<file path="src/rtl/apb_arb_pkg.sv">
// Shared types and helpers for the N-master APB arbiter.
package apb_arb_pkg;

  typedef enum logic [1:0] {
    IDLE   = 2'd0,
    SETUP  = 2'd1,
    ACCESS = 2'd2
  } arb_state_e;

  typedef enum logic {
    ARB_RR    = 1'b0,
    ARB_FIXED = 1'b1
  } arb_mode_e;

  // k-th candidate of a round-robin search that starts just after ptr.
  function automatic int rr_index(input int ptr, input int k, input int n);
    return (ptr + 1 + k) % n;
  endfunction

endpackage

</file>
<file path="src/rtl/apb_rr_picker.sv">
// Combinational grant picker: round-robin from ptr+1, or lowest index first.
module apb_rr_picker
  import apb_arb_pkg::*;
#(
  parameter int NUM_MASTERS = 4,
  parameter int IDX_W       = $clog2(NUM_MASTERS)
) (
  input  logic [NUM_MASTERS-1:0] req,
  input  logic [IDX_W-1:0]       ptr,
  input  arb_mode_e              mode,
  output logic                   gnt_valid,
  output logic [IDX_W-1:0]       gnt_idx
);

  always_comb begin
    int cand;
    cand      = 0;
    gnt_valid = |req;
    gnt_idx   = '0;
    // Walk the search order backwards so the earliest hit is the last write.
    for (int k = NUM_MASTERS - 1; k >= 0; k--) begin
      cand = (mode == ARB_FIXED) ? k : rr_index(int'(ptr), k, NUM_MASTERS);
      if (req[IDX_W'(cand)]) gnt_idx = IDX_W'(cand);
    end
  end

endmodule

</file>
<file path="src/rtl/apb_arbiter_rr_n.sv">
// N-master to 1-slave APB arbiter with round-robin/fixed-priority grant,
// back-to-back transfers and an optional ACCESS-phase timeout.
module apb_arbiter_rr_n
  import apb_arb_pkg::*;
#(
  parameter int  ADDR_WIDTH     = 32,
  parameter int  DATA_WIDTH     = 32,
  parameter int  NUM_MASTERS    = 4,
  parameter int  ARB_MODE       = 0,
  parameter int  TIMEOUT_CYCLES = 0,
  localparam int STRB_WIDTH     = DATA_WIDTH / 8,
  localparam int IDX_W          = $clog2(NUM_MASTERS)
) (
  input  logic                              clk,
  input  logic                              rst,
  input  logic [NUM_MASTERS-1:0]            m_psel,
  input  logic [NUM_MASTERS*ADDR_WIDTH-1:0] m_paddr,
  input  logic [NUM_MASTERS*3-1:0]          m_pprot,
  input  logic [NUM_MASTERS-1:0]            m_pwrite,
  input  logic [NUM_MASTERS*DATA_WIDTH-1:0] m_pwdata,
  input  logic [NUM_MASTERS*STRB_WIDTH-1:0] m_pstrb,
  output logic [NUM_MASTERS-1:0]            m_pready,
  output logic [NUM_MASTERS*DATA_WIDTH-1:0] m_prdata,
  output logic [NUM_MASTERS-1:0]            m_pslverr,
  output logic                              s_psel,
  output logic                              s_penable,
  output logic                              s_pwrite,
  output logic [ADDR_WIDTH-1:0]             s_paddr,
  output logic [2:0]                        s_pprot,
  output logic [DATA_WIDTH-1:0]             s_pwdata,
  output logic [STRB_WIDTH-1:0]             s_pstrb,
  input  logic                              s_pready,
  input  logic                              s_pslverr,
  input  logic [DATA_WIDTH-1:0]             s_prdata,
  output logic                              busy,
  output logic [IDX_W-1:0]                  grant_idx,
  output logic                              timeout_o
);

  localparam arb_mode_e MODE = (ARB_MODE == 1) ? ARB_FIXED : ARB_RR;
  localparam int TMR_W    = (TIMEOUT_CYCLES > 1) ? $clog2(TIMEOUT_CYCLES) : 1;
  localparam int TMO_LAST = (TIMEOUT_CYCLES > 0) ? TIMEOUT_CYCLES - 1 : 0;
  localparam logic [TMR_W-1:0] TMO_LAST_V = TMR_W'(TMO_LAST);

  arb_state_e             state_q, state_d;
  logic [IDX_W-1:0]       grant_q, grant_d;
  logic [IDX_W-1:0]       rr_ptr_q, rr_ptr_d;
  logic [TMR_W-1:0]       timer_q, timer_d;

  logic                   pick_valid;
  logic [IDX_W-1:0]       pick_idx;
  logic [NUM_MASTERS-1:0] owner_oh;
  logic                   in_access, tmo_hit, xfer_done, abort, other_req;

  apb_rr_picker #(
    .NUM_MASTERS(NUM_MASTERS),
    .IDX_W      (IDX_W)
  ) u_picker (
    .req      (m_psel),
    .ptr      (rr_ptr_q),
    .mode     (MODE),
    .gnt_valid(pick_valid),
    .gnt_idx  (pick_idx)
  );

  assign owner_oh  = NUM_MASTERS'(1) << grant_q;
  assign in_access = (state_q == ACCESS);
  assign tmo_hit   = in_access && (TIMEOUT_CYCLES > 0) && (timer_q == TMO_LAST_V);
  assign xfer_done = in_access && (s_pready || tmo_hit);
  // A same-cycle s_pready beats expiry, so only a silent slave counts as an abort.
  assign abort     = tmo_hit && !s_pready;
  // The owner's own psel must not keep the bus busy back-to-back.
  assign other_req = |(m_psel & ~owner_oh);

  assign busy      = (state_q != IDLE);
  assign grant_idx = grant_q;
  assign timeout_o = abort;

  always_comb begin
    state_d  = state_q;
    grant_d  = grant_q;
    rr_ptr_d = rr_ptr_q;
    timer_d  = timer_q;
    unique case (state_q)
      IDLE: begin
        if (pick_valid) begin
          state_d = SETUP;
          grant_d = pick_idx;
          timer_d = '0;
          if (MODE == ARB_RR) rr_ptr_d = pick_idx;
        end
      end
      SETUP: state_d = ACCESS;
      ACCESS: begin
        timer_d = timer_q + 1'b1;
        if (xfer_done) begin
          timer_d = '0;
          if (other_req) begin
            state_d = SETUP;
            grant_d = pick_idx;
            if (MODE == ARB_RR) rr_ptr_d = pick_idx;
          end else begin
            state_d = IDLE;
          end
        end
      end
      default: state_d = IDLE;
    endcase
  end

  always_ff @(posedge clk) begin
    if (rst) begin
      state_q  <= IDLE;
      grant_q  <= '0;
      rr_ptr_q <= IDX_W'(NUM_MASTERS - 1);
      timer_q  <= '0;
    end else begin
      state_q  <= state_d;
      grant_q  <= grant_d;
      rr_ptr_q <= rr_ptr_d;
      timer_q  <= timer_d;
    end
  end

  always_comb begin
    s_psel    = 1'b0;
    s_penable = 1'b0;
    s_pwrite  = 1'b0;
    s_paddr   = '0;
    s_pprot   = '0;
    s_pwdata  = '0;
    s_pstrb   = '0;
    if (state_q != IDLE) begin
      s_psel    = 1'b1;
      s_penable = in_access;
      s_pwrite  = m_pwrite[grant_q];
      s_paddr   = m_paddr[int'(grant_q)*ADDR_WIDTH +: ADDR_WIDTH];
      s_pprot   = m_pprot[int'(grant_q)*3 +: 3];
      s_pwdata  = m_pwdata[int'(grant_q)*DATA_WIDTH +: DATA_WIDTH];
      s_pstrb   = m_pstrb[int'(grant_q)*STRB_WIDTH +: STRB_WIDTH];
    end
  end

  // Responses reach only an owner that still holds psel; otherwise they are dropped.
  always_comb begin
    m_pready  = '0;
    m_pslverr = '0;
    m_prdata  = '0;
    if (in_access && m_psel[grant_q]) begin
      m_pready[grant_q]  = xfer_done;
      m_pslverr[grant_q] = abort | s_pslverr;
      m_prdata[int'(grant_q)*DATA_WIDTH +: DATA_WIDTH] = abort ? '0 : s_prdata;
    end
  end

endmodule

</file>
<file path="config.mk">
export PLATFORM = sky130hd
export DESIGN_NAME = apb_arbiter_rr_n
export DESIGN_NICKNAME = d
export VERILOG_FILES = /design/src/rtl/apb_arb_pkg.sv /design/src/rtl/apb_rr_picker.sv /design/src/rtl/apb_arbiter_rr_n.sv
export SDC_FILE = /design/constraint.sdc
export NUM_CORES = 1
export LEC_CHECK = 0
export BUFFER_PORTS_ARGS = -buffer_cell sky130_fd_sc_hd__buf_2
export CAP_MARGIN = 5
export CORE_AREA = 2 2 213 215
export DETAILED_ROUTE_END_ITERATION = 12
export DIE_AREA = 0 0 215 217
export MAX_ROUTING_LAYER = met4
export PLACE_DENSITY = 0.3
export SLEW_MARGIN = 30
export SYNTH_ARGS = -nofsm -noshare
export SYNTH_HDL_FRONTEND = slang
export SYNTH_SLANG_ARGS = --single-unit
</file>
<file path="constraint.sdc">
create_clock -name clk -period 2.9 [get_ports clk]
set_input_delay 0 -clock clk [delete_from_list [all_inputs] [get_ports clk]]
set_output_delay 0 -clock clk [all_outputs]
set_load 0.05 [all_outputs]
</file>
==> reports/summary.json, run 1 <==
{
  "synth_to_layout_area_growth": {"value": 93.3, "unit": "%"},
  "power.leakage": {"value": 0.00388, "unit": "µW"},
  "initial_antenna_violation_count": {"value": 7},
  "numClockSinks": {"value": 6},
  "grt_max_degree": {"value": 73},
  "drtAntennaViolNets": {"value": 0},
  "slew_viol_final": {"value": 0},
  "n_fill_cell": {"value": 5215},
  "clock_insertion_delay_worst_skew": {"value": 0.23, "unit": "ns"},
  "drt_drc_violations_left": {"value": 0},
  "netlist_top_cells_area": {"value": "sky130_fd_sc_hd__mux4_2 45%, sky130_fd_sc_hd__and2_1 28%, sky130_fd_sc_hd__and3_1 6.8%"},
  "final-hold-violation-count": {"value": 0},
  "synthesis.area_per_instance": {"value": 9.56, "unit": "µm²"},
  "ys.warnings.count": {"value": 0},
  "finalSetupViolCount": {"value": 0},
  "wl_per_cell": {"value": 16.0, "unit": "µm"},
  "outcome": {"value": "completed"},
  "cts.htree.levels": {"value": 1},
  "detailedRoute.firstIterationViolations": {"value": 231},
  "worst-r2r-cell-count": {"value": 6},
  "port-buffer-count": {"value": 540},
  "worst_clock_skew": {"value": 0.00144, "unit": "ns"},
  "finalWeightedCongestion": {"value": 0.796},
  "num_vias": {"value": 5174},
  "design.final.nets": {"value": 1232},
  "fmaxAchievable": {"value": 0.440, "unit": "GHz"},
  "syn_std_cell_area": {"value": 0.00369, "unit": "mm²"},
  "post_cts_resize_count": {"value": 0},
  "dpl.hpwl": {"value": 20.9, "unit": "mm"},
  "critical_path_launch_point_type": {"value": "flip-flop"},
  "post-layout-total-power": {"value": 2360, "unit": "µW"},
  "placement.cell_area": {"value": 0.00705, "unit": "mm²"},
  "die-area": {"value": 0.0467, "unit": "mm²"},
  "track_usage": {"value": 0.0972},
  "design_area": {"value": 0.00713, "unit": "mm²"},
  "yosys.area.top_type": {"value": "sky130_fd_sc_hd__mux4_2"},
  "grt_pass1_vias": {"value": 5109},
  "post_cts.repair.setup_buffers": {"value": 0},
  "cts-root-buf": {"value": "sky130_fd_sc_hd__clkbuf_16"},
  "timing.hold.worst.class": {"value": "input pin to flip-flop"},
  "finish.cell_count_without_fillers": {"value": 1500},
  "globalRoute.totalOverflow": {"value": 0},
  "setup_tns": {"value": 0, "unit": "ns"},
  "mappedNetlistNets": {"value": 721},
  "drt_pass1_iterations": {"value": 4},
  "placed_cells": {"value": 1492},
  "synth.lib_cells_used.distinct": {"value": 37},
  "maxCapViolations": {"value": 0},
  "slew_at_the_pin_with_the_worst_max_slew_slack": {"value": 0.930, "unit": "ns"},
  "power_per_unit_of_standard_cell_area": {"value": 331, "unit": "mW/mm²"},
  "floorplan.core_area": {"value": 0.0447, "unit": "mm²"},
  "initial_utilization": {"value": 0.0826},
  "dieHeight": {"value": 217, "unit": "µm"},
  "combinational_family_with_the_most_area_after_synthesis": {"value": "multiplexers"},
  "ir_drop_worst_case_vdd": {"value": 163, "unit": "µV"},
  "top_level_ports": {"value": 542},
  "die-width": {"value": 215, "unit": "µm"},
  "finalWirelength": {"value": 24.1, "unit": "mm"},
  "first_pass_grt_wire_length": {"value": 33.6, "unit": "mm"},
  "post_synth_and_or_nand_nor_area_fraction": {"value": 0.406},
  "placementRows": {"value": 78},
  "cts_inserted_buffers": {"value": 3},
  "hold_depth": {"value": 2},
  "post_synth_inst_count": {"value": 386},
  "ys_seq_area_frac": {"value": 0.0325},
  "tritoncts": {"value": "done"},
  "postSynth.topFlopCell": {"value": "sky130_fd_sc_hd__dfxtp_1"},
  "timing.critical_path.fanout_max": {"value": 32},
  "synth-adder-area-share": {"value": 0.0237},
  "post_cts_hold_buffer_count": {"value": 0},
  "setup.worst_path.class": {"value": "flip-flop to output pin"},
  "period_minus_slack": {"value": 2.27, "unit": "ns"},
  "cts_buffer_depth": {"value": 2},
  "clk_transition_reported_paths": {"value": 0.03, "unit": "ns"},
  "synth_enable_flop_cells": {"value": 0},
  "grt_setup_unrepaired": {"value": "false"},
  "worst-endpoint-arrival": {"value": 2.27, "unit": "ns"},
  "yosysTopAreaCellShare": {"value": 0.445},
  "synth_xor_xnor_area_share": {"value": 0},
  "synth_seq_cells": {"value": 6},
  "postSynth.asyncResetShare": {"value": 0},
  "muxShareOfSynthArea": {"value": 0.451},
  "layout_worst_path_cycle_share": {"value": 0.783},
  "worstSetupEndpointType": {"value": "output pin"},
  "synth_compound_gate_area_share": {"value": 0.0234},
  "max_slew_margin": {"value": 0.380},
  "critPathRequiredTime": {"value": 2.90, "unit": "ns"},
  "vias_per_cell": {"value": 3.45},
  "share_of_post_route_cells_with_drive_strength_above_1": {"value": 0.709}
}
[critical path: stages (launching register included)]
cell                      delay [ns]
sky130_fd_sc_hd__dfxtp_4        0.36
sky130_fd_sc_hd__inv_1          0.14
sky130_fd_sc_hd__ha_1           0.44
sky130_fd_sc_hd__nand2_1        0.12
sky130_fd_sc_hd__nor4_4         0.14
sky130_fd_sc_hd__buf_4          0.34
sky130_fd_sc_hd__and2_1         0.21
sky130_fd_sc_hd__buf_2          0.27
[metrics by stage]
| stage | utilization | setup slack [ns] | hold slack, ns |
|---|---|---|---|
| floorplan | - | 0.0610 | 0.0617 |
| global placement | 0.158 | 0.870 | 0.254 |
| detailed placement | 0.158 | 0.854 | 0.262 |
| CTS | 0.159 | 0.620 | 0.0177 |
| global route | 0.160 | 0.462 | 0.0423 |
| finish | 0.160 | 0.628 | 0.0170 |
[placed cells by master (no fill, tap or decap), types with 2 or more instances in the layout]
cell                        instances
sky130_fd_sc_hd__clkbuf_16          3
sky130_fd_sc_hd__ha_1               7
sky130_fd_sc_hd__buf_12             2
sky130_fd_sc_hd__nand3_1            2
sky130_fd_sc_hd__inv_1              3
sky130_fd_sc_hd__and2_1           168
sky130_fd_sc_hd__nand2_1            3
sky130_fd_sc_hd__dfxtp_1            4
sky130_fd_sc_hd__dfxtp_4            2
sky130_fd_sc_hd__nor2_1             7
sky130_fd_sc_hd__buf_4              8
sky130_fd_sc_hd__nor2b_1            2
sky130_fd_sc_hd__mux2i_1            2
sky130_fd_sc_hd__mux4_2            73
sky130_fd_sc_hd__buf_2            540
sky130_fd_sc_hd__nand3b_1           2
sky130_fd_sc_hd__and3_1            40
sky130_fd_sc_hd__nand2b_1           5
sky130_fd_sc_hd__diode_2            5
sky130_fd_sc_hd__a21oi_1            3
[report_power, final]
part	leakage (µW)	total (µW)	internal (µW)	switching, µW
registers	0.0000511	115	96.9	17.9
clock network	0.0000370	226	177	49.3
logic	0.00379	2020	764	1250
total	0.00388	2360	1040	1320
[cell usage after synthesis (2+ instances only)]
library cell	instances
sky130_fd_sc_hd__nand3b_1	2
sky130_fd_sc_hd__nor2b_1	2
sky130_fd_sc_hd__nand2b_1	5
sky130_fd_sc_hd__nor2_1	8
sky130_fd_sc_hd__ha_1	7
sky130_fd_sc_hd__buf_4	8
sky130_fd_sc_hd__buf_1	4
sky130_fd_sc_hd__nand2_1	3
sky130_fd_sc_hd__buf_2	3
sky130_fd_sc_hd__and2_1	168
sky130_fd_sc_hd__dfxtp_1	6
sky130_fd_sc_hd__mux2i_1	2
sky130_fd_sc_hd__nand3_1	2
sky130_fd_sc_hd__and3_1	40
sky130_fd_sc_hd__mux4_2	73
sky130_fd_sc_hd__inv_1	4
sky130_fd_sc_hd__clkbuf_1	22
sky130_fd_sc_hd__clkbuf_2	6
sky130_fd_sc_hd__a21oi_1	3
[per-layer routing]
layer,vias up,global-route usage,wire length [µm]
met5,-,-,0
met4,0,0.0149,367
met3,17,0.0168,1680
met2,281,0.164,11900
met1,2432,0.124,10100
li1,2444,-,-
[final cells by class]
class / count / area [µm²] / share of cell area
Sequential cell: 6 / 128 / 0.0179
Antenna cell: 5 / 12.5 / 0.00175
Multi-Input combinational cell: 332 / 3350 / 0.470
Timing Repair Buffer: 550 / 2800 / 0.393
Tap cell: 600 / 751 / 0.105
Clock buffer: 3 / 75.1 / 0.0105
Inverter: 4 / 15.0 / 0.00210
[worst paths after layout]
check | slack [ns] | end | startpoint
worst max-delay path | 0.63 | m_prdata[69] | grant_idx[0]
worst min-delay path | 0.02 | grant_idx[1] | rst
worst max register to register | 0.88 | grant_idx[0] | grant_idx[0]
worst min register to register | 0.56 | state_q[1] | state_q[1]
[flip-flops by register name, indices dropped and copies added, names as in the netlist]
register,count
state_q,2
rr_ptr_q,2
grant_idx,2
[kinds of logic (layout without fill, tap and decap cells)]
logic type,after synthesis,count (layout)
compound gates,11,11
fa+ha+maj,7,7
buf+inv,48,557
flops,6,6
mux,75,75
other cells,1,6
simple gates,238,238
Power figures use the tool's default switching activity.
==> run 2, diff against run 1 <==
--- a/config.mk
+++ b/config.mk
@@ -7,11 +7,11 @@
 export LEC_CHECK = 0
 export BUFFER_PORTS_ARGS = -buffer_cell sky130_fd_sc_hd__buf_2
 export CAP_MARGIN = 5
-export CORE_AREA = 2 2 213 215
+export CORE_AREA = 2 2 211 213
 export DETAILED_ROUTE_END_ITERATION = 12
-export DIE_AREA = 0 0 215 217
+export DIE_AREA = 0 0 213 215
 export MAX_ROUTING_LAYER = met4
-export PLACE_DENSITY = 0.3
+export PLACE_DENSITY = 0.31
 export SLEW_MARGIN = 30
 export SYNTH_ARGS = -nofsm -noshare
 export SYNTH_HDL_FRONTEND = slang
==> constraint.sdc (replaced) <==
create_clock -name clk -period 1.86 [get_ports clk]
set_input_delay 0 -clock clk [delete_from_list [all_inputs] [get_ports clk]]
set_output_delay 0 -clock clk [all_outputs]
set_load 0.05 [all_outputs]
==> run 2 against run 1 <==
Against the previous run:
- the run now ends with negative setup slack left
- first-iteration DRC count fell by 24%
- via count rose by 11%
- register-to-register slack got worse by 1.0 ns
- critical path depth unchanged
- sequential power grew 69%
- wire length rose by 30%
- die area is 1.8% lower
- largest power group unchanged
- clock power grew 58%
- critical endpoint is now m_prdata[105]
- sequential cell count stayed put
- highest routed layer unchanged
- worst setup slack lost 0.82 ns
==> reports/summary.json, run 2 (synthesis results as in run 1) <==
{
  "switching_fraction_of_total_power": {"value": 0.508, "change": "-0.0524"},
  "wl_per_cell": {"value": 20.3, "unit": "µm", "change": "+26%"},
  "cts_buffer_depth": {"value": 2, "change": "unchanged"},
  "die-area": {"value": 0.0458, "unit": "mm²", "change": "-1.8%"},
  "finalSetupViolCount": {"value": 201, "change": "+201"},
  "ir_drop_worst_case_vdd": {"value": 283, "unit": "µV", "change": "+73%"},
  "track_usage": {"value": 0.119, "change": "+0.0215"},
  "numClockSinks": {"value": 6, "change": "unchanged"},
  "power.leakage": {"value": 0.00469, "unit": "µW", "change": "+21%"},
  "clock_insertion_delay_worst_skew": {"value": 0.23, "unit": "ns", "change": "about the same"},
  "power.share.combinational": {"value": 0.883, "change": "+0.028"},
  "critical_path_launch_point_type": {"value": "flip-flop"},
  "detailedRoute.firstIterationViolations": {"value": 175, "change": "-24%"},
  "pwr-share-seq": {"value": 0.041, "change": "-0.008"},
  "timing.critical_path.max_delay_family": {"value": "buffers and inverters"},
  "grt_pass1_vias": {"value": 5762, "change": "+13%"},
  "top_level_ports": {"value": 542, "change": "unchanged"},
  "grt_max_degree": {"value": 70, "change": "-4.1%"},
  "netSwitchingPower": {"value": 2390, "unit": "µW", "change": "+81%"},
  "outcome": {"value": "finished, violations left"},
  "grt_setup_unrepaired": {"value": "true"},
  "layout_worst_path_cycle_share": {"value": 1.10},
  "port-buffer-count": {"value": 540, "change": "unchanged"},
  "slew_viol_final": {"value": 0, "change": "unchanged"},
  "die-width": {"value": 213, "unit": "µm", "change": "-0.93%"},
  "finalWeightedCongestion": {"value": 0.850, "change": "+6.7%"},
  "maxCapViolations": {"value": 0, "change": "unchanged"},
  "design.final.nets": {"value": 1286, "change": "+4.4%"},
  "dpl.hpwl": {"value": 23.8, "unit": "mm", "change": "+14%"},
  "floorplan.core_area": {"value": 0.0436, "unit": "mm²", "change": "-2.4%"},
  "initial_utilization": {"value": 0.0846, "change": "+0.00200"},
  "timing.critical_path.fanout_max": {"value": 8, "change": "-75%"},
  "failed_checks": {"value": "negative setup slack"},
  "leading_cell_type_in_the_layout_fill_and_taps_excluded": {"value": "sky130_fd_sc_hd__buf_2"},
  "critPathMaxStageDelay": {"value": 0.40, "unit": "ns", "change": "-0.04 ns"},
  "drt_pass1_iterations": {"value": 4, "change": "unchanged"},
  "timing.hold.worst.class": {"value": "input pin to flip-flop"},
  "critPathRequiredTime": {"value": 1.86, "unit": "ns", "change": "-1.04 ns"},
  "final-hold-violation-count": {"value": 0, "change": "unchanged"},
  "power.share.clock": {"value": 0.076, "change": "-0.020"},
  "share_of_post_route_cells_with_drive_strength_above_1": {"value": 0.929, "change": "+0.220"},
  "synth_to_layout_area_growth": {"value": 177, "unit": "%"},
  "slowest_stage": {"value": "sky130_fd_sc_hd__dfxtp_4"},
  "cts-root-buf": {"value": "sky130_fd_sc_hd__clkbuf_16"},
  "vias_per_cell": {"value": 3.72, "change": "+7.9%"},
  "internal_power": {"value": 2320, "unit": "µW", "change": "+120%"},
  "fmaxAchievable": {"value": 0.487, "unit": "GHz"},
  "dieHeight": {"value": 215, "unit": "µm", "change": "-0.92%"},
  "clk_transition_reported_paths": {"value": 0.03, "unit": "ns", "change": "about the same"},
  "first_pass_grt_wire_length": {"value": 39.1, "unit": "mm", "change": "+16%"},
  "post-layout-total-power": {"value": 4710, "unit": "µW", "change": "+100%"},
  "n_fill_cell": {"value": 4696, "change": "-10%"},
  "initial_antenna_violation_count": {"value": 11, "change": "+4"},
  "cts.htree.levels": {"value": 1, "change": "unchanged"},
  "drtAntennaViolNets": {"value": 0, "change": "unchanged"},
  "num_vias": {"value": 5766, "change": "+11%"},
  "drt_drc_violations_left": {"value": 0, "change": "unchanged"},
  "worstSetupEndpointType": {"value": "output pin"},
  "globalRoute.totalOverflow": {"value": 0, "change": "unchanged"},
  "worst_clock_skew": {"value": 0.00202, "unit": "ns", "change": "+0.000578 ns"},
  "period_minus_slack": {"value": 2.05, "unit": "ns"},
  "finalWirelength": {"value": 31.4, "unit": "mm", "change": "+30%"},
  "layout.core_utilization": {"value": 0.234, "change": "+0.0744"},
  "cts_inserted_buffers": {"value": 3, "change": "unchanged"},
  "mostFrequentLayoutCells": {"value": "368 x sky130_fd_sc_hd__buf_2, 138 x sky130_fd_sc_hd__buf_8, 116 x sky130_fd_sc_hd__and2_4, 73 x sky130_fd_sc_hd__mux4_2, 39 x sky130_fd_sc_hd__and3_4"},
  "tritoncts": {"value": "done"},
  "worst-endpoint-arrival": {"value": 2.05, "unit": "ns", "change": "-0.22 ns"},
  "finalWorstSetupSlack": {"value": -0.193, "unit": "ns", "change": "-0.821 ns"},
  "power_per_unit_of_standard_cell_area": {"value": 462, "unit": "mW/mm²", "change": "+40%"},
  "placementRows": {"value": 77, "change": "-1.3%"},
  "timing.critical_path.cells": {"value": "clkinvlp_4 -> ha_4 -> nor4b_4 -> buf_6 -> clkbuf_16 -> and3_4 -> buf_8"},
  "total_buffers_and_inverters_traversed_by_the_critical_path": {"value": 4, "change": "+1"},
  "setup.worst_path.class": {"value": "flip-flop to output pin"}
}
run 2: area by class of cell:
class	instances	area (µm²)	share of cell area
inverter	4	18.8	0.00184
multi-input combinational	332	3980	0.390
clock buffer	4	78.8	0.00772
sequential	6	128	0.0125
antenna	7	17.5	0.00172
tap	592	741	0.0725
timing repair buffer	604	5250	0.514
run 2: what timing repair did:
action | CTS | global route
cloned | 6 | 12
setup endpoints to repair | 205 | 212
gates resized for setup | 238 | 365
hold buffers | 0 | 0
pin swaps | 9 | 34
setup buffers | 12 | 7
run 2: layer usage:
layer | part of all wire | track usage
met1 | 0.36 | 0.126
met2 | 0.54 | 0.227
met3 | 0.073 | 0.0232
met4 | 0.023 | 0.0203
met5 | 0 | -
run 2: path summary, 6_finish.rpt:
kind | cells after the start | from | end | slack [ns]
setup / recovery | 7 | grant_idx[0] | m_prdata[105] | -0.19
hold reg to reg | 2 | rr_ptr_q[1] | rr_ptr_q[1] | 0.59
setup reg to reg | 9 | grant_idx[0] | rr_ptr_q[0] | -0.13
hold / removal | 2 | rst | grant_idx[0] | 0.005
run 2: through the flow:
stage                     TNS, ns  setup WS [ns]  instance area [µm²]  std cells  hold WS (ns)
after floorplan             -2.45        -0.0528                 4210        386        0.0594
after global placement    -0.0259        -0.0195                 7750       1503         0.262
after detailed placement  -0.0284        -0.0182                 7750       1503         0.251
after CTS                  -27.23         -0.194                 8850       1525        0.0185
after global routing       -38.84         -0.273                10200       1549        0.0225
final                      -24.11         -0.193                10200       1549       0.00509
run 2: power groups by stage:
stage	clock network, µW	registers, µW	logic [µW]
finish	358	194	4160
global route	374	200	4400
CTS	362	195	3890
detailed placement	0	197	3520
global placement	0	197	3520
floorplan	0	195	2340
==> run 3, diff against run 2 <==
--- a/config.mk
+++ b/config.mk
@@ -12,6 +12,7 @@
 export DIE_AREA = 0 0 213 215
 export MAX_ROUTING_LAYER = met4
 export PLACE_DENSITY = 0.31
+export RECOVER_POWER = 25
 export SLEW_MARGIN = 30
 export SYNTH_ARGS = -nofsm -noshare
 export SYNTH_HDL_FRONTEND = slang
==> run 3 against run 2 <==
Against the previous run:
- the flow still finishes with violations (negative setup slack)
- via count unchanged
- sequential power is essentially flat
- total power about the same
- largest cell class unchanged
==> reports/summary.json, run 3 (synthesis results as in run 1) <==
{
  "finalSetupViolCount": {"value": 201, "change": "unchanged"},
  "outcome": {"value": "finished, violations left"},
  "numClockSinks": {"value": 6, "change": "unchanged"},
  "die-area": {"value": 0.0458, "unit": "mm²", "change": "unchanged"},
  "top_level_ports": {"value": 542, "change": "unchanged"},
  "first_pass_grt_wire_length": {"value": 39.1, "unit": "mm", "change": "unchanged"},
  "track_usage": {"value": 0.119, "change": "unchanged"},
  "critPathRequiredTime": {"value": 1.86, "unit": "ns", "change": "about the same"},
  "setup_tns": {"value": -24.11, "unit": "ns", "change": "unchanged"},
  "final-hold-violation-count": {"value": 0, "change": "unchanged"},
  "path_depth": {"value": 7, "change": "unchanged"},
  "finalWirelength": {"value": 31.4, "unit": "mm", "change": "about the same"},
  "switching_fraction_of_total_power": {"value": 0.508, "change": "about the same"},
  "slew_at_the_pin_with_the_worst_max_slew_slack": {"value": 0.618, "unit": "ns"},
  "slowest_stage": {"value": "sky130_fd_sc_hd__dfxtp_4"},
  "initial_antenna_violation_count": {"value": 11, "change": "unchanged"},
  "post-layout-total-power": {"value": 4710, "unit": "µW", "change": "about the same"},
  "worst_clock_skew": {"value": 0.00202, "unit": "ns", "change": "unchanged"},
  "finish.cell_count_without_fillers": {"value": 1549, "change": "unchanged"},
  "design_area": {"value": 0.0102, "unit": "mm²", "change": "about the same"},
  "port-buffer-count": {"value": 540, "change": "unchanged"},
  "dpl.hpwl": {"value": 23.8, "unit": "mm", "change": "unchanged"},
  "die-width": {"value": 213, "unit": "µm", "change": "unchanged"},
  "pwr-share-seq": {"value": 0.041, "change": "about the same"},
  "n_fill_cell": {"value": 4697, "change": "+0.021%"},
  "tritoncts": {"value": "done"},
  "floorplan.core_area": {"value": 0.0436, "unit": "mm²", "change": "unchanged"},
  "netSwitchingPower": {"value": 2390, "unit": "µW", "change": "about the same"},
  "critical_path_launch_point_type": {"value": "flip-flop"},
  "clock_insertion_delay_worst_skew": {"value": 0.23, "unit": "ns", "change": "about the same"},
  "timing.hold.worst.class": {"value": "input pin to flip-flop"},
  "total_buffers_and_inverters_traversed_by_the_critical_path": {"value": 4, "change": "unchanged"},
  "detailedRoute.firstIterationViolations": {"value": 175, "change": "unchanged"},
  "crit_end": {"value": "m_prdata[105]"},
  "mostFrequentLayoutCells": {"value": "367 x sky130_fd_sc_hd__buf_2, 138 x sky130_fd_sc_hd__buf_8, 116 x sky130_fd_sc_hd__and2_4, 73 x sky130_fd_sc_hd__mux4_2, 39 x sky130_fd_sc_hd__and3_4"},
  "cts_inserted_buffers": {"value": 3, "change": "unchanged"},
  "worst-endpoint-arrival": {"value": 2.05, "unit": "ns", "change": "about the same"},
  "power_per_unit_of_standard_cell_area": {"value": 462, "unit": "mW/mm²", "change": "about the same"},
  "ir_drop_worst_case_vdd": {"value": 283, "unit": "µV", "change": "unchanged"},
  "seqCellArea": {"value": 128, "unit": "µm²", "change": "unchanged"},
  "timing.critical_path.fanout_max": {"value": 8, "change": "unchanged"},
  "wl_per_cell": {"value": 20.3, "unit": "µm", "change": "about the same"},
  "vias_per_cell": {"value": 3.72, "change": "unchanged"},
  "critPathMaxStageDelay": {"value": 0.40, "unit": "ns", "change": "about the same"},
  "power.share.clock": {"value": 0.076, "change": "about the same"},
  "dieHeight": {"value": 215, "unit": "µm", "change": "unchanged"},
  "timing.rr.start": {"value": "grant_idx[0]"},
  "timing.critical_path.max_delay_family": {"value": "buffers and inverters"},
  "placed_cells": {"value": 1503, "change": "unchanged"},
  "placementRows": {"value": 77, "change": "unchanged"},
  "placement.cell_area": {"value": 0.00775, "unit": "mm²", "change": "unchanged"},
  "internal_power": {"value": 2320, "unit": "µW", "change": "about the same"},
  "slew_viol_final": {"value": 0, "change": "unchanged"},
  "worst_setup_path_startpoint": {"value": "grant_idx[0]"},
  "design.final.nets": {"value": 1286, "change": "unchanged"},
  "period_minus_slack": {"value": 2.05, "unit": "ns", "change": "unchanged"},
  "drt_pass1_iterations": {"value": 4, "change": "unchanged"},
  "cts.htree.levels": {"value": 1, "change": "unchanged"},
  "share_of_post_route_cells_with_drive_strength_above_1": {"value": 0.928, "change": "-0.00105"},
  "power.leakage": {"value": 0.00469, "unit": "µW", "change": "about the same"},
  "cts_buffer_depth": {"value": 2, "change": "unchanged"},
  "fmaxAchievable": {"value": 0.487, "unit": "GHz", "change": "unchanged"},
  "num_vias": {"value": 5766, "change": "unchanged"},
  "finalWorstSetupSlack": {"value": -0.193, "unit": "ns", "change": "unchanged"},
  "leading_cell_type_in_the_layout_fill_and_taps_excluded": {"value": "sky130_fd_sc_hd__buf_2"},
  "grt_max_degree": {"value": 70, "change": "unchanged"},
  "drtAntennaViolNets": {"value": 0, "change": "unchanged"},
  "crit-reg2reg-capture": {"value": "rr_ptr_q[0]"},
  "worst-r2r-cell-count": {"value": 9, "change": "unchanged"},
  "globalRoute.totalOverflow": {"value": 0, "change": "unchanged"},
  "maxCapViolations": {"value": 0, "change": "unchanged"},
  "grt_setup_unrepaired": {"value": "true"},
  "clk_transition_reported_paths": {"value": 0.03, "unit": "ns", "change": "about the same"},
  "setup.worst_path.class": {"value": "flip-flop to output pin"},
  "max_slew_margin": {"value": 0.590},
  "layout_worst_path_cycle_share": {"value": 1.10, "change": "unchanged"},
  "drt_drc_violations_left": {"value": 0, "change": "unchanged"},
  "power.share.combinational": {"value": 0.883, "change": "about the same"},
  "multi_input_comb_area": {"value": 0.00398, "unit": "mm²", "change": "unchanged"},
  "timing.critical_path.cells": {"value": "clkinvlp_4 -> ha_4 -> nor4b_4 -> buf_6 -> clkbuf_16 -> and3_4 -> buf_8"},
  "min_from": {"value": "rst"},
  "initial_utilization": {"value": 0.0846, "change": "unchanged"},
  "grt_pass1_vias": {"value": 5762, "change": "unchanged"},
  "finalWeightedCongestion": {"value": 0.850, "change": "unchanged"},
  "worstSetupEndpointType": {"value": "output pin"},
  "failed_checks": {"value": "negative setup slack"},
  "setup.reg_to_reg.worst_slack": {"value": -0.13, "unit": "ns", "change": "about the same"},
  "cts-root-buf": {"value": "sky130_fd_sc_hd__clkbuf_16"},
  "post_cts_hold_buffer_count": {"value": 0, "change": "unchanged"},
  "synth_to_layout_area_growth": {"value": 177, "unit": "%", "change": "about the same"}
}
## run 3: worst min path at each step
| stage | slack, ns | to | cells past startpoint |
|---|---|---|---|
| 2_1_floorplan | 0.06 | grant_idx[1] | 1 |
| 3_3_place_gp | 0.26 | grant_idx[0] | 2 |
| 3_5_place_dp | 0.25 | grant_idx[0] | 2 |
| 4_1_cts | 0.02 | grant_idx[0] | 2 |
| 5_1_grt | 0.02 | grant_idx[0] | 2 |
| 6_report | 0.005 | grant_idx[0] | 2 |
## run 3: timing repair
| action | CTS | global route |
|---|---|---|
| buffers inserted | 12 | 7 |
| cloned | 6 | 12 |
| pin swaps | 9 | 34 |
| gates resized for setup | 238 | 365 |
| endpoints found under the setup margin | 205 | 212 |
## run 3: final cells by class
| cell class | count | area share |
|---|---|---|
| flip-flops and latches | 6 | 0.0125 |
| well taps | 592 | 0.0725 |
| multi-input cells | 332 | 0.390 |
| diodes | 7 | 0.00172 |
| repair buffers | 604 | 0.514 |
| inverters | 4 | 0.00184 |
| clock buffers | 4 | 0.00772 |
## run 3: stage by stage
| step | utilization | worst slack, ns | hold WS [ns] |
|---|---|---|---|
| after floorplan | - | -0.0528 | 0.0594 |
| after global placement | 0.178 | -0.0195 | 0.262 |
| after detailed placement | 0.178 | -0.0182 | 0.251 |
| after CTS | 0.203 | -0.194 | 0.0185 |
| after global routing | 0.234 | -0.273 | 0.0225 |
| final | 0.234 | -0.193 | 0.00509 |
## run 3: layer usage
metal | part of all wire | wire, µm | global-route usage
met5 | 0 | 0 | -
met4 | 0.023 | 715 | 0.0203
met3 | 0.073 | 2290 | 0.0232
met2 | 0.54 | 17100 | 0.227
met1 | 0.36 | 11300 | 0.126
## run 3: power by group through the flow
stage,Combinational (µW),Clock (µW),Sequential [µW]
2_1_floorplan,2340,0,195
3_3_place_gp,3520,0,197
3_5_place_dp,3520,0,197
4_1_cts,3890,362,195
5_1_grt,4400,374,200
6_report,4160,358,194
